### config.mk
export PLATFORM = sky130hd
export DESIGN_NAME = sm_accumulator
export DESIGN_NICKNAME = d
export VERILOG_FILES = /design/src/rtl/sm_accumulator.sv
export SDC_FILE = /design/constraint.sdc
export NUM_CORES = 1
export LEC_CHECK = 0
export BUFFER_PORTS_ARGS = -buffer_cell sky130_fd_sc_hd__clkbuf_2
export CORE_UTILIZATION = 50
export CTS_CLUSTER_SIZE = 12
export DETAILED_ROUTE_END_ITERATION = 16
export GPL_TIMING_DRIVEN = 0
export MAX_ROUTING_LAYER = met4
export PLACE_DENSITY = 0.79
export SETUP_SLACK_MARGIN = 0.5
export SLEW_MARGIN = 10
export SYNTH_ARGS = -nofsm -noshare
export SYNTH_HDL_FRONTEND = slang
export SYNTH_SLANG_ARGS = --single-unit
### constraint.sdc
create_clock -name clk -period 6.76 [get_ports clk]
set_clock_uncertainty 0.1 [all_clocks]
set_input_delay 0.676 -clock clk [delete_from_list [all_inputs] [get_ports clk]]
set_output_delay 0.676 -clock clk [all_outputs]
set_load 0.02 [all_outputs]
### src/rtl/sm_accumulator.sv
`default_nettype none
// ============================================================================
//  Module      : sm_accumulator
//  Description : Multi-channel sign-magnitude accumulator. Each accepted
//                sample is added to (or subtracted from) its channel's running
//                sum. Two-stage pipeline: stage 1 registers the sample, stage 2
//                performs the add, writes the channel accumulator and drives
//                the result. Overflow detection with optional saturation,
//                per-channel sticky overflow flags, and canonical +0.
//  Ports       : clk          - rising-edge clock
//                rst_n        - asynchronous active-low reset
//                in_valid_i   - sample strobe (no backpressure)
//                in_chan_i    - target channel (>= CHANNELS ignored)
//                in_data_i    - sign-magnitude operand, sign at bit WIDTH
//                in_sub_i     - subtract operand (invert its sign)
//                in_clear_i   - treat stored sum as +0 for this sample
//                out_valid_o  - single-cycle result strobe
//                out_chan_o   - channel of the result
//                out_data_o   - new accumulator value, sign-magnitude
//                out_ovf_o    - the add producing out_data_o overflowed
//                ovf_sticky_o - per-channel sticky overflow flags
//  Revision    : 1.0 - initial release
// ============================================================================
module sm_accumulator #(
  parameter int WIDTH    = 31,
  parameter int CHANNELS = 4,
  parameter int SATURATE = 1
) (
  input  logic                                    clk,
  input  logic                                    rst_n,
  input  logic                                    in_valid_i,
  input  logic [((CHANNELS > 1) ? $clog2(CHANNELS) : 1)-1:0] in_chan_i,
  input  logic [WIDTH:0]                          in_data_i,
  input  logic                                    in_sub_i,
  input  logic                                    in_clear_i,
  output logic                                    out_valid_o,
  output logic [((CHANNELS > 1) ? $clog2(CHANNELS) : 1)-1:0] out_chan_o,
  output logic [WIDTH:0]                          out_data_o,
  output logic                                    out_ovf_o,
  output logic [CHANNELS-1:0]                     ovf_sticky_o
);

  localparam int CW = (CHANNELS > 1) ? $clog2(CHANNELS) : 1;

  // Stage 1 registers
  logic           s1_valid_q;
  logic [CW-1:0]  s1_chan_q;
  logic [WIDTH:0] s1_data_q;
  logic           s1_clear_q;

  // Accumulator state
  logic [WIDTH:0]    acc_q [CHANNELS];
  logic [CHANNELS-1:0] sticky_q;

  // Output registers
  logic           out_valid_q;
  logic [CW-1:0]  out_chan_q;
  logic [WIDTH:0] out_data_q;
  logic           out_ovf_q;

  // Stage 2 combinational datapath
  logic [WIDTH:0]   a_w;
  logic [WIDTH-1:0] mag_a_w;
  logic [WIDTH-1:0] mag_b_w;
  logic             sign_a_w;
  logic             sign_b_w;
  logic [WIDTH:0]   sum_w;
  logic             a_ge_b_w;
  logic [WIDTH-1:0] mag_r_w;
  logic             sign_r_w;
  logic             ovf_w;
  logic [WIDTH:0]   res_d;

  // Out-of-range channels are dropped here so stage 2 never sees them.
  always_ff @(posedge clk or negedge rst_n) begin
    if (!rst_n) begin
      s1_valid_q <= 1'b0;
      s1_chan_q  <= '0;
      s1_data_q  <= '0;
      s1_clear_q <= 1'b0;
    end else begin
      s1_valid_q <= in_valid_i && (32'(in_chan_i) < CHANNELS);
      if (in_valid_i) begin
        s1_chan_q  <= in_chan_i;
        s1_data_q  <= {in_data_i[WIDTH] ^ in_sub_i, in_data_i[WIDTH-1:0]};
        s1_clear_q <= in_clear_i;
      end
    end
  end

  // The array read sees the previous cycle's write, so back-to-back samples
  // on one channel accumulate exactly without a bypass path.
  always_comb begin
    a_w      = s1_clear_q ? '0 : acc_q[s1_chan_q];
    mag_a_w  = a_w[WIDTH-1:0];
    mag_b_w  = s1_data_q[WIDTH-1:0];
    // A zero magnitude is +0 regardless of its sign bit.
    sign_a_w = a_w[WIDTH] & (|mag_a_w);
    sign_b_w = s1_data_q[WIDTH] & (|mag_b_w);
    sum_w    = {1'b0, mag_a_w} + {1'b0, mag_b_w};
    a_ge_b_w = (mag_a_w >= mag_b_w);
    ovf_w    = 1'b0;
    if (sign_a_w == sign_b_w) begin
      ovf_w    = sum_w[WIDTH];
      sign_r_w = sign_a_w;
      mag_r_w  = (ovf_w && (SATURATE != 0)) ? '1 : sum_w[WIDTH-1:0];
    end else if (a_ge_b_w) begin
      sign_r_w = sign_a_w;
      mag_r_w  = mag_a_w - mag_b_w;
    end else begin
      sign_r_w = sign_b_w;
      mag_r_w  = mag_b_w - mag_a_w;
    end
    // Never produce -0 (also covers a wrapped sum landing on zero).
    res_d = {sign_r_w & (|mag_r_w), mag_r_w};
  end

  generate
    for (genvar gi = 0; gi < CHANNELS; gi++) begin : g_chan
      logic wr_w;
      assign wr_w = s1_valid_q && (s1_chan_q == CW'(gi));

      always_ff @(posedge clk or negedge rst_n) begin
        if (!rst_n) begin
          acc_q[gi]    <= '0;
          sticky_q[gi] <= 1'b0;
        end else if (wr_w) begin
          acc_q[gi]    <= res_d;
          // A clear drops the old flag before this sample's overflow is merged.
          sticky_q[gi] <= (sticky_q[gi] & ~s1_clear_q) | ovf_w;
        end
      end
    end
  endgenerate

  always_ff @(posedge clk or negedge rst_n) begin
    if (!rst_n) begin
      out_valid_q <= 1'b0;
      out_chan_q  <= '0;
      out_data_q  <= '0;
      out_ovf_q   <= 1'b0;
    end else begin
      out_valid_q <= s1_valid_q;
      if (s1_valid_q) begin
        out_chan_q <= s1_chan_q;
        out_data_q <= res_d;
        out_ovf_q  <= ovf_w;
      end
    end
  end

  assign out_valid_o  = out_valid_q;
  assign out_chan_o   = out_chan_q;
  assign out_data_o   = out_data_q;
  assign out_ovf_o    = out_ovf_q;
  assign ovf_sticky_o = sticky_q;

endmodule
`default_nettype wire

==> results by group, run 1 <==
Setup path
  • Max incr delay on CP: 0.59 ns
  • Element type at the critical path end: flop
  • Crit path max-delay cell type: mux4_2
  • Reg-to-reg startpoint: s1_chan_q[0]$_DFFE_PN0P_
  • R2R cell count: 20
  • Reg2reg setup slack: 0.63 ns
  • CP Class: flop to flop
  • Worst path cell trace: clkbuf_4, mux4_2, nand2_1, inv_1, ha_1, clkbuf_1, and3_1, nand4_1, nor2_1, a2111oi_4, and3_1, buf_2, clkbuf_4, mux2i_1, nor2_1, o31ai_4, nand3_1, nor4_1, a41o_2, mux2i_1
  • Critical register-to-register path endpoint: out_data_o[31]$_DFFE_PN0P_
  • WP data arrival: 6.41 ns
  • Crit Path Max Fanout: 10
  • Startpoint types: flop
  • WP data required: 7.04 ns

Die
  • Die W: 169 um
  • # rows: 60
  • Die height: 169 um
  • I/O pins: 79
  • Core area: 27200 um2
  • Die ar.: 28500 um2
  • Initial Util: 0.513

Pwr
  • PD cells: 508 nW/um2
  • Pleak: 7.40 nW
  • Peak supply drop: 0.290 mV

Global route
  • All-Layer GR Usage: 0.369
  • Largest net degree at the start of global routing: 91
  • Aggregate global routing overflow: 0
  • First-pass GRT wire length: 77200 um
  • Initial antenna violation count: 0
  • Vias in the first global route: 12986

Routing
  • DRT iter0 DRCs: 1401
  • Routed length on met2: 23200 um
  • Post-route DRC: 0
  • Detail Route Antenna Nets: 0
  • Avg WL per Cell: 24.3 um
  • Met3 wire length: 3880 um
  • Final Routed Wirelength: 50800 um
  • Vias/cell: 6.31
  • Via count: 13192
  • DR pass1 iterations: 5
  • Max layer used: met4
  • Met1 WL: 20900 um

Finish
  • Post-route insts no fill: 2091
  • Most frequent cells in the layout: nand2_1, o21ai_0, dfrtp_1, a21oi_1, inv_1
  • Commonest non-fill, non-tap cell in the layout: nand2_1
  • Final Cell Area: 15800 um2
  • Ant diodes: 0
  • Syn-to-layout area delta: 13.7%
  • Layout cells sized above 1: 0.145
  • # nets final: 1852

Synthesis
  • Post-synth EDFFs: 0
  • Main synth FF type: dfrtp_1
  • Post-synth net total: 1740
  • Distinct cells, synth: 79
  • Syn avg cell area: 8.71 um2
  • Yosys warning total: 0
  • Mapped Cells: 1599
  • #FFs+latches synth: 204
  • Sequential-to-total area share from yosys stat: 0.367
  • Async set-reset flop share out of synthesis: 1.00
  • Share of the synthesized area in the top cell type: 0.367
  • Top cells by area, synth: dfrtp_1, ha_1, o21ai_0
  • Top cell type by total area after synthesis: dfrtp_1
  • Synth Cell Area: 13900 um2

Timing
  • Max-slew violations: 0
  • Final setup margin: 0.628 ns
  • Tcrit/Tclk final: 0.907
  • Relative slew slack: 0.131
  • Crit path time final: 6.13 ns
  • Final setup viols: 0
  • Hold WS: 0.262 ns
  • Final Hold Viols: 0
  • Worst-margin pin slew: 1.29 ns
  • RSZ-0062 raised after global routing: false
  • Max Freq: 163 MHz

CTS
  • Worst-Skew Late Latency: 0.52 ns
  • TritonCTS Sinks: 204
  • CTS tree: built
  • CTS clock-pin slew for the worst setup and hold paths: 0.06 ns
  • H-Tree Depth: 1
  • Num CTS Buffers: 23
  • Maximum clock path buffer count: 3
  • Root Buffer: clkbuf_16

Placement
  • IO buf count: 78
  • Dpl cell area: 14800 um2
  • DP Cell Count: 2051
  • Hpwl dp: 39400 um
  • Worst slack, placed: -0.531 ns
  • Gpl congestion: 1.02

Status
  • Outcome: complete, no violations

Hold path
  • Hold Path End: s1_data_q[26]$_DFFE_PN0P_
  • Hold WC Path Type: primary input to flop
  • Hold path startpoint: in_data_i[26]
  • Hold Path Depth: 3

Flow run
  • Max-Cap Viols: 0
-- report_power, final --
group / internal [mW] / switching [mW] / leakage, nW / total (mW)
Sequential: 1.73 / 0.299 / 2.48 / 2.03
Combinational: 1.65 / 3.18 / 4.58 / 4.83
Clock: 0.685 / 0.509 / 0.341 / 1.19
-- sequential cells by signal, summed over array words and instances (netlist names), 2 cells and up --
register / flops
acc_q: 128
s1_data_q: 32
out_chan_o: 2
out_data_o: 32
ovf_sticky_o: 4
s1_chan_q: 2
-- worst max path at each step --
stage,startpoint,to,slack [ns],depth (start not counted)
detailed placement,s1_chan_q[1]$_DFFE_PN0P_,out_data_o[31]$_DFFE_PN0P_,-0.53,19
global placement,s1_chan_q[0]$_DFFE_PN0P_,out_data_o[31]$_DFFE_PN0P_,-0.55,20
global route,s1_chan_q[1]$_DFFE_PN0P_,out_data_o[31]$_DFFE_PN0P_,0.51,19
floorplan,s1_chan_q[0]$_DFFE_PN0P_,out_data_o[31]$_DFFE_PN0P_,1.85,20
finish,s1_chan_q[0]$_DFFE_PN0P_,out_data_o[31]$_DFFE_PN0P_,0.63,20
CTS,s1_chan_q[0]$_DFFE_PN0P_,out_data_o[31]$_DFFE_PN0P_,0.51,18
-- critical path, delay by kind of cell, from the launching register on --
family / cells / cell delay [ns]
simple gates: 8 / 1.69
compound gates: 3 / 1.37
buf+inv: 5 / 1.24
mux: 3 / 0.95
flops: 1 / 0.37
fa+ha+maj: 1 / 0.26
-- routing by layer --
layer  global-route usage  up-vias
li1                     -     5919
met1                0.470     6500
met2                0.578      616
met3               0.0568      157
met4                0.177        0
met5                    -        -
-- synthesized netlist by cell type (all sizes together), types with 7 or more instances --
| cell | number |
|---|---|
| and3 | 10 |
| nand4 | 21 |
| a31oi | 9 |
| dfrtp | 204 |
| nor2b | 10 |
| nor3 | 26 |
| o31ai | 16 |
| nand2 | 242 |
| nor2 | 70 |
| nand2b | 12 |
| a21o | 24 |
| o211ai | 7 |
| and2 | 7 |
| a2bb2oi | 8 |
| o21ai | 211 |
| clkbuf | 75 |
| xnor2 | 14 |
| nor4 | 22 |
| a21oi | 133 |
| a221oi | 10 |
| a22oi | 9 |
| nand3 | 16 |
| inv | 111 |
| a211oi | 9 |
| mux4 | 32 |
| o21bai | 17 |
| buf | 21 |
| mux2 | 16 |
| ha | 99 |
| o21a | 14 |
| mux2i | 36 |
-- metrics by stage --
stage | util | power, mW | setup TNS, ns
after floorplan | - | 4.90 | 0
after global placement | 0.544 | 6.37 | -2.59
after detailed placement | 0.546 | 6.46 | -2.53
after CTS | 0.577 | 7.78 | 0
after global routing | 0.583 | 8.47 | 0
final | 0.583 | 8.05 | 0
-- timing repair --
action | CTS | global route
endpoints found under the hold margin | 12 | 0
pin swaps | 1 | 2
hold buffers | 1 | 0
resized for setup | 25 | 50
endpoints found under the setup margin | 30 | 9
gates cloned | 0 | 0
buffers inserted | 3 | 3
-- cell families after synthesis --
| family | Yosys count | synth area share |
|---|---|---|
| and+or+nand+nor | 464 | 0.151 |
| DFF | 204 | 0.367 |
| buffers and inverters | 208 | 0.0580 |
| muxes | 84 | 0.0905 |
| AOI/OAI and AO/OA | 518 | 0.228 |
| adders and majority gates | 102 | 0.0932 |
| xor gates and xnor gates | 19 | 0.0125 |
-- area by class of cell --
type                            count  area (um2)
Buffer                             96         420
Clock buffer                       27         621
Clock inverter                      6        66.3
Fill cell                        2519       11300
Inverter                          112         420
Multi-Input combinational cell   1187        8230
Sequential cell                   204        5100
Tap cell                          372         465
Timing Repair Buffer               87         509
(Power assumes the default switching activity.)
==> run 2, diff against run 1 <==
PLACE_DENSITY = 0.82   (was 0.79)
clock period = 5.1 ns   (was 6.76 ns; I/O delays follow)
==> run 2 against run 1 <==
Against the previous run:
- the flow now finishes with violations (setup timing)
- critical endpoint unchanged
- non-clock buffer count is 132 higher
- sequential power is 34% higher
- cell area is 18% higher
- largest cell class unchanged
- worst hold slack worse by 0.18 ns
- first-iteration DRC count is 35% higher
- critical path depth is 1 higher
==> results by group, run 2 (synthesis results as in run 1) <==
Timing
  • Final setup margin: -0.249 ns
  • Final setup viols: 5
  • Max-slew violations: 0
  • RSZ-0062 raised after global routing: true
  • Max Freq: 187 MHz
  • Tcrit/Tclk final: 1.05
  • Crit path time final: 5.35 ns
  • Hold WS: 0.0848 ns
  • Worst-margin pin slew: 1.02 ns
  • Setup TNS: -1.16 ns
  • Final Hold Viols: 0
  • Relative slew slack: 0.319

Die
  • # rows: 60
  • Die W: 169 um
  • Core area: 27200 um2
  • Die height: 169 um
  • I/O pins: 79
  • Die ar.: 28500 um2
  • Initial Util: 0.513

Routing
  • Met3 wire length: 5580 um
  • DRT iter0 DRCs: 1894
  • Max layer used: met4
  • Detail Route Antenna Nets: 0
  • DR pass1 iterations: 9
  • Met1 WL: 20500 um
  • Routed length on met2: 25300 um
  • Avg WL per Cell: 24.9 um
  • Vias/cell: 6.52
  • Via count: 14499
  • Final Routed Wirelength: 55300 um
  • Post-route DRC: 0

Setup path
  • WP data required: 5.39 ns
  • Startpoint types: flop
  • CP Class: flop to flop
  • Crit Path Max Fanout: 10
  • Worst setup startpoint: s1_chan_q[0]$_DFFE_PN0P_
  • Element type at the critical path end: flop
  • R2R cell count: 21
  • Reg-to-reg startpoint: s1_chan_q[0]$_DFFE_PN0P_
  • WP data arrival: 5.64 ns

Global route
  • Largest net degree at the start of global routing: 94
  • Vias in the first global route: 14186
  • First-pass GRT wire length: 81300 um
  • Initial antenna violation count: 1
  • Aggregate global routing overflow: 0
  • All-Layer GR Usage: 0.386

Hold path
  • Hold WC Path Type: primary input to flop
  • Hold path startpoint: in_data_i[22]
  • Hold Path Depth: 3

CTS
  • H-Tree Depth: 1
  • CTS clock-pin slew for the worst setup and hold paths: 0.07 ns
  • Root Buffer: clkbuf_16
  • Maximum clock path buffer count: 3
  • Worst-Skew Late Latency: 0.53 ns
  • Num CTS Buffers: 23
  • CTS tree: built
  • TritonCTS Sinks: 204

Finish
  • # nets final: 1984
  • Layout cells sized above 1: 0.337
  • Commonest non-fill, non-tap cell in the layout: nand2_1
  • Syn-to-layout area delta: 34.7%
  • Most frequent cells in the layout: nand2_1, dfrtp_1, o21ai_0, buf_4, a21oi_1
  • Max reg flops: 128
  • Biggest register: acc_q

Flow run
  • Max-Cap Viols: 0

Placement
  • Gpl congestion: 1.03
  • Hpwl dp: 37900 um
  • Worst slack, placed: -1.63 ns
  • IO buf count: 78

Pwr
  • PD cells: 707 nW/um2
  • Peak supply drop: 0.434 mV
  • PnR Total Power: 13.3 mW
  • Pleak: 8.53 nW

Status
  • Outcome: complete, but fails checks
  • Failing checks: setup timing
[run 2: cell count changes in the layout (fill, tap and decap cells not counted), sizes merged]
cell      change
buf         +145
clkinvlp      +2
clkbuf       -12
inv           -1
clkinv        -2
bufinv        +1
diode         +1
[run 2: cell type report]
| cell class | instances | area (um2) |
|---|---|---|
| multi-input combinational | 1187 | 9690 |
| fill | 1985 | 8420 |
| sequential | 204 | 5110 |
| timing repair buffer | 219 | 1720 |
| buffer | 96 | 657 |
| clock buffer | 28 | 604 |
| tap | 372 | 465 |
| inverter | 112 | 429 |
| clock inverter | 6 | 90.1 |
| antenna | 1 | 2.50 |
[run 2: path summary, 6_finish.rpt]
kind	endpoint	slack, ns
hold / removal	s1_data_q[22]$_DFFE_PN0P_	0.08
setup / recovery	out_data_o[31]$_DFFE_PN0P_	-0.25
hold reg to reg	out_valid_o$_DFF_PN0_	0.29
min in group asynchronous	s1_data_q[13]$_DFFE_PN0P_	0.37
max in group asynchronous	s1_chan_q[0]$_DFFE_PN0P_	3.36
setup reg to reg	out_data_o[31]$_DFFE_PN0P_	-0.25
[run 2: report_power, final]
group | leakage [nW] | switching (mW) | internal [mW]
Sequential | 2.48 | 0.428 | 2.29
Combinational | 5.71 | 5.29 | 3.63
Clock | 0.336 | 0.675 | 0.933
[run 2: critical path: stages (launching register included)]
cell and delay, ns:
dfrtp_2 0.45, buf_6 0.15, buf_12 0.10, buf_16 0.12, mux4_2 0.54, nand2_2 0.16
inv_1 0.09, ha_2 0.37, nand4_1 0.28, nor3_2 0.33, nand2b_1 0.10, a21o_1 0.18
and3_1 0.20, buf_6 0.16, buf_8 0.17, mux2i_4 0.19, xor2_2 0.20, nor4b_4 0.33
o2111ai_4 0.18, nor4_4 0.34, a41o_4 0.35, mux2i_1 0.10
[run 2: metal layers]
metal,track usage,vias up
met5,-,-
met1,0.471,7030
met2,0.611,985
li1,-,6198
met3,0.0708,286
met4,0.204,0
[run 2: metrics by stage]
| step | util | instance area, um2 | instances |
|---|---|---|---|
| floorplan | - | 14000 | 1599 |
| global placement | 0.546 | 14800 | 2049 |
| detailed placement | 0.548 | 14900 | 2051 |
| CTS | 0.651 | 17700 | 2182 |
| global route | 0.690 | 18800 | 2225 |
| finish | 0.690 | 18800 | 2225 |
[run 2: repair_timing]
action / 4_1_cts / 5_1_grt
setup buffers: 93 / 41
pin swaps: 73 / 57
hold endpoints to repair: 39 / 0
gates resized for setup: 332 / 222
endpoints found under the setup margin: 165 / 157
hold buffers: 1 / 0
cloned: 3 / 1
==> run 3, diff against run 2 <==
--- a/config.mk
+++ b/config.mk
@@ -6,4 +6,5 @@
 export NUM_CORES = 1
 export LEC_CHECK = 0
+export ABC_AREA = 1
 export BUFFER_PORTS_ARGS = -buffer_cell sky130_fd_sc_hd__clkbuf_2
 export CORE_UTILIZATION = 50
==> constraint.sdc (replaced) <==
create_clock -name clk -period 5.1 [get_ports clk]
set_clock_uncertainty 0.1 [all_clocks]
set_input_delay 1.02 -clock clk [delete_from_list [all_inputs] [get_ports clk]]
set_output_delay 1.02 -clock clk [all_outputs]
set_load 0.02 [all_outputs]
==> run 3 against run 2 <==
Against the previous run:
- the run now ends clean
- sequential share of layout area shrank 0.28 points
- largest power group unchanged
- worst setup slack gained 0.91 ns
- critical path type unchanged
- largest cell class unchanged
- global-route usage grew 1.4 points
- register-to-register slack gained 0.91 ns
- die area grew 16%
- utilization shrank 9.1 points
- first-iteration DRC count grew 6.1%
==> results by group, run 3 <==
Status
  • Outcome: complete, no violations

Synthesis
  • #FFs+latches synth: 204
  • Async set-reset flop share out of synthesis: 1.00
  • Post-synth EDFFs: 0
  • Most numerous cell in the Yosys netlist: nand2_1
  • Sequential-to-total area share from yosys stat: 0.317
  • Main synth FF type: dfrtp_1
  • Top cell type by total area after synthesis: dfrtp_1
  • Post-synth net total: 2735
  • Mapped Cells: 2594
  • Top cells by area, synth: dfrtp_1, nand2_1, ha_1
  • Syn avg cell area: 6.22 um2
  • Distinct cells, synth: 41
  • Yosys warning total: 0
  • Most instantiated cells after synthesis: nand2_1, inv_1, o21ai_0
  • Synth Cell Area: 16100 um2
  • Share of the synthesized area in the top cell type: 0.317

Finish
  • Multi-input gate area: 9930 um2
  • Most frequent cells in the layout: nand2_1, inv_1, o21ai_0, dfrtp_1, nor2_1
  • Biggest register: acc_q
  • Reg area: 5100 um2
  • # nets final: 2877
  • Layout cells sized above 1: 0.143
  • Syn-to-layout area delta: 17.5%
  • Commonest non-fill, non-tap cell in the layout: nand2_1
  • Fillers: 3091
  • Utilization after layout: 0.599
  • Post-route insts no fill: 3154
  • Max reg flops: 128
  • Final Cell Area: 19000 um2

Setup path
  • WP data required: 5.43 ns
  • Element type at the critical path end: flop
  • Max incr delay on CP: 0.33 ns
  • Startpoint types: flop
  • WP data arrival: 4.77 ns
  • Cell with the most instances on the worst path: nand2_1
  • CP Class: flop to flop
  • Crit path max-delay cell type: dfrtp_1
  • Crit Path Max Fanout: 10

Placement
  • DP Cell Count: 3076
  • Worst slack, placed: -0.533 ns
  • Dpl cell area: 17100 um2
  • Hpwl dp: 50500 um
  • IO buf count: 78
  • Gpl congestion: 1.04

Timing
  • Worst-margin pin slew: 0.916 ns
  • Final setup margin: 0.657 ns
  • Crit path time final: 4.44 ns
  • Max Freq: 225 MHz
  • Hold WS: 0.303 ns
  • Final Hold Viols: 0
  • Max-slew violations: 0
  • Final setup viols: 0
  • Tcrit/Tclk final: 0.871
  • Relative slew slack: 0.389
  • RSZ-0062 raised after global routing: false

CTS
  • TritonCTS Sinks: 204
  • Root Buffer: clkbuf_16
  • CTS clock-pin slew for the worst setup and hold paths: 0.06 ns
  • H-Tree Depth: 1
  • Maximum clock path buffer count: 3
  • CTS tree: built
  • Num CTS Buffers: 24
  • Worst-Skew Late Latency: 0.54 ns

Routing
  • Detail Route Antenna Nets: 0
  • DRT iter0 DRCs: 2010
  • Via count: 17906
  • DR pass1 iterations: 8
  • Post-route DRC: 0
  • Final Routed Wirelength: 64500 um
  • Avg WL per Cell: 20.4 um
  • Vias/cell: 5.68

Die
  • I/O pins: 79
  • Die height: 182 um
  • # rows: 65
  • Core area: 31600 um2
  • Die W: 182 um
  • Die ar.: 33000 um2
  • Initial Util: 0.510

Global route
  • Initial antenna violation count: 0
  • Vias in the first global route: 17097
  • All-Layer GR Usage: 0.400
  • Aggregate global routing overflow: 0
  • First-pass GRT wire length: 96800 um
  • Largest net degree at the start of global routing: 90

Hold path
  • Hold WC Path Type: flop to flop

Pwr
  • Peak supply drop: 0.398 mV
  • PD cells: 590 nW/um2
  • Pleak: 10.7 nW

Flow run
  • Max-Cap Viols: 0
-- run 3: power by group --
part / internal (mW) / switching, mW / total [mW]
registers: 2.27 / 0.390 / 2.66
clock network: 1.01 / 0.720 / 1.73
logic: 2.13 / 4.67 / 6.80
-- run 3: timing repair --
| item | CTS | global route |
|---|---|---|
| gates resized for setup | 96 | 188 |
| endpoints found under the setup margin | 145 | 10 |
| setup buffers | 4 | 32 |
| hold buffers | 0 | 0 |
| pin swaps | 2 | 22 |
-- run 3: per-layer routing --
metal  share of wire  GRT usage  vias to the layer above
li1                -          -                     8304
met3           0.088     0.0513                      226
met4           0.064      0.217                        0
met2            0.45      0.638                      969
met5               0          -                        -
met1            0.40      0.495                     8407
-- run 3: final cells by class --
| class | instances | area share |
|---|---|---|
| Sequential cell | 204 | 0.269 |
| Tap cell | 402 | 0.0265 |
| Inverter | 310 | 0.0623 |
| Timing Repair Buffer | 116 | 0.0384 |
| Multi-Input combinational cell | 1978 | 0.524 |
| Clock buffer | 32 | 0.0370 |
| Antenna cell | 1 | 0.000132 |
| Buffer | 102 | 0.0380 |
| Clock inverter | 9 | 0.00423 |
-- run 3: worst paths after layout --
path                                               start                        end  slack, ns  depth (start not counted)
worst max register to register  s1_chan_q[0]$_DFFE_PN0P_      acc_q[31]$_DFFE_PN0P_       0.66                         33
worst min register to register      s1_valid_q$_DFF_PN0_      out_valid_o$_DFF_PN0_       0.30                          0
worst min-delay path                s1_valid_q$_DFF_PN0_      out_valid_o$_DFF_PN0_       0.30                          0
max in group asynchronous                          rst_n  s1_data_q[25]$_DFFE_PN0P_       3.69                          2
worst max-delay path            s1_chan_q[0]$_DFFE_PN0P_      acc_q[31]$_DFFE_PN0P_       0.66                         33
min in group asynchronous                          rst_n     acc_q[107]$_DFFE_PN0P_       0.36                          1
-- run 3: critical path, delay by kind of cell, from the launching register on --
kind / cells / cell delay, ns
adders and majority gates: 1 / 0.29
buffers and inverters: 10 / 1.30
DFF: 1 / 0.33
and+or+nand+nor: 22 / 2.30
-- run 3: cell families (layout without fill, tap and decap cells) --
| logic type | Yosys count | after routing | synth area share |
|---|---|---|---|
| simple gates | 1497 | 1497 | 0.368 |
| buf+inv | 412 | 569 | 0.103 |
| compound gates | 342 | 342 | 0.112 |
| flops | 204 | 204 | 0.317 |
| fa+ha+maj | 102 | 102 | 0.0806 |
| xor+xnor | 37 | 37 | 0.0201 |
| other cells | 0 | 1 | 0 |
-- run 3: through the flow --
stage / power, mW / setup TNS, ns
finish: 11.2 / 0
global route: 11.9 / 0
CTS: 10.4 / 0
detailed placement: 8.51 / -3.36
global placement: 8.40 / -209.90
floorplan: 6.42 / 0
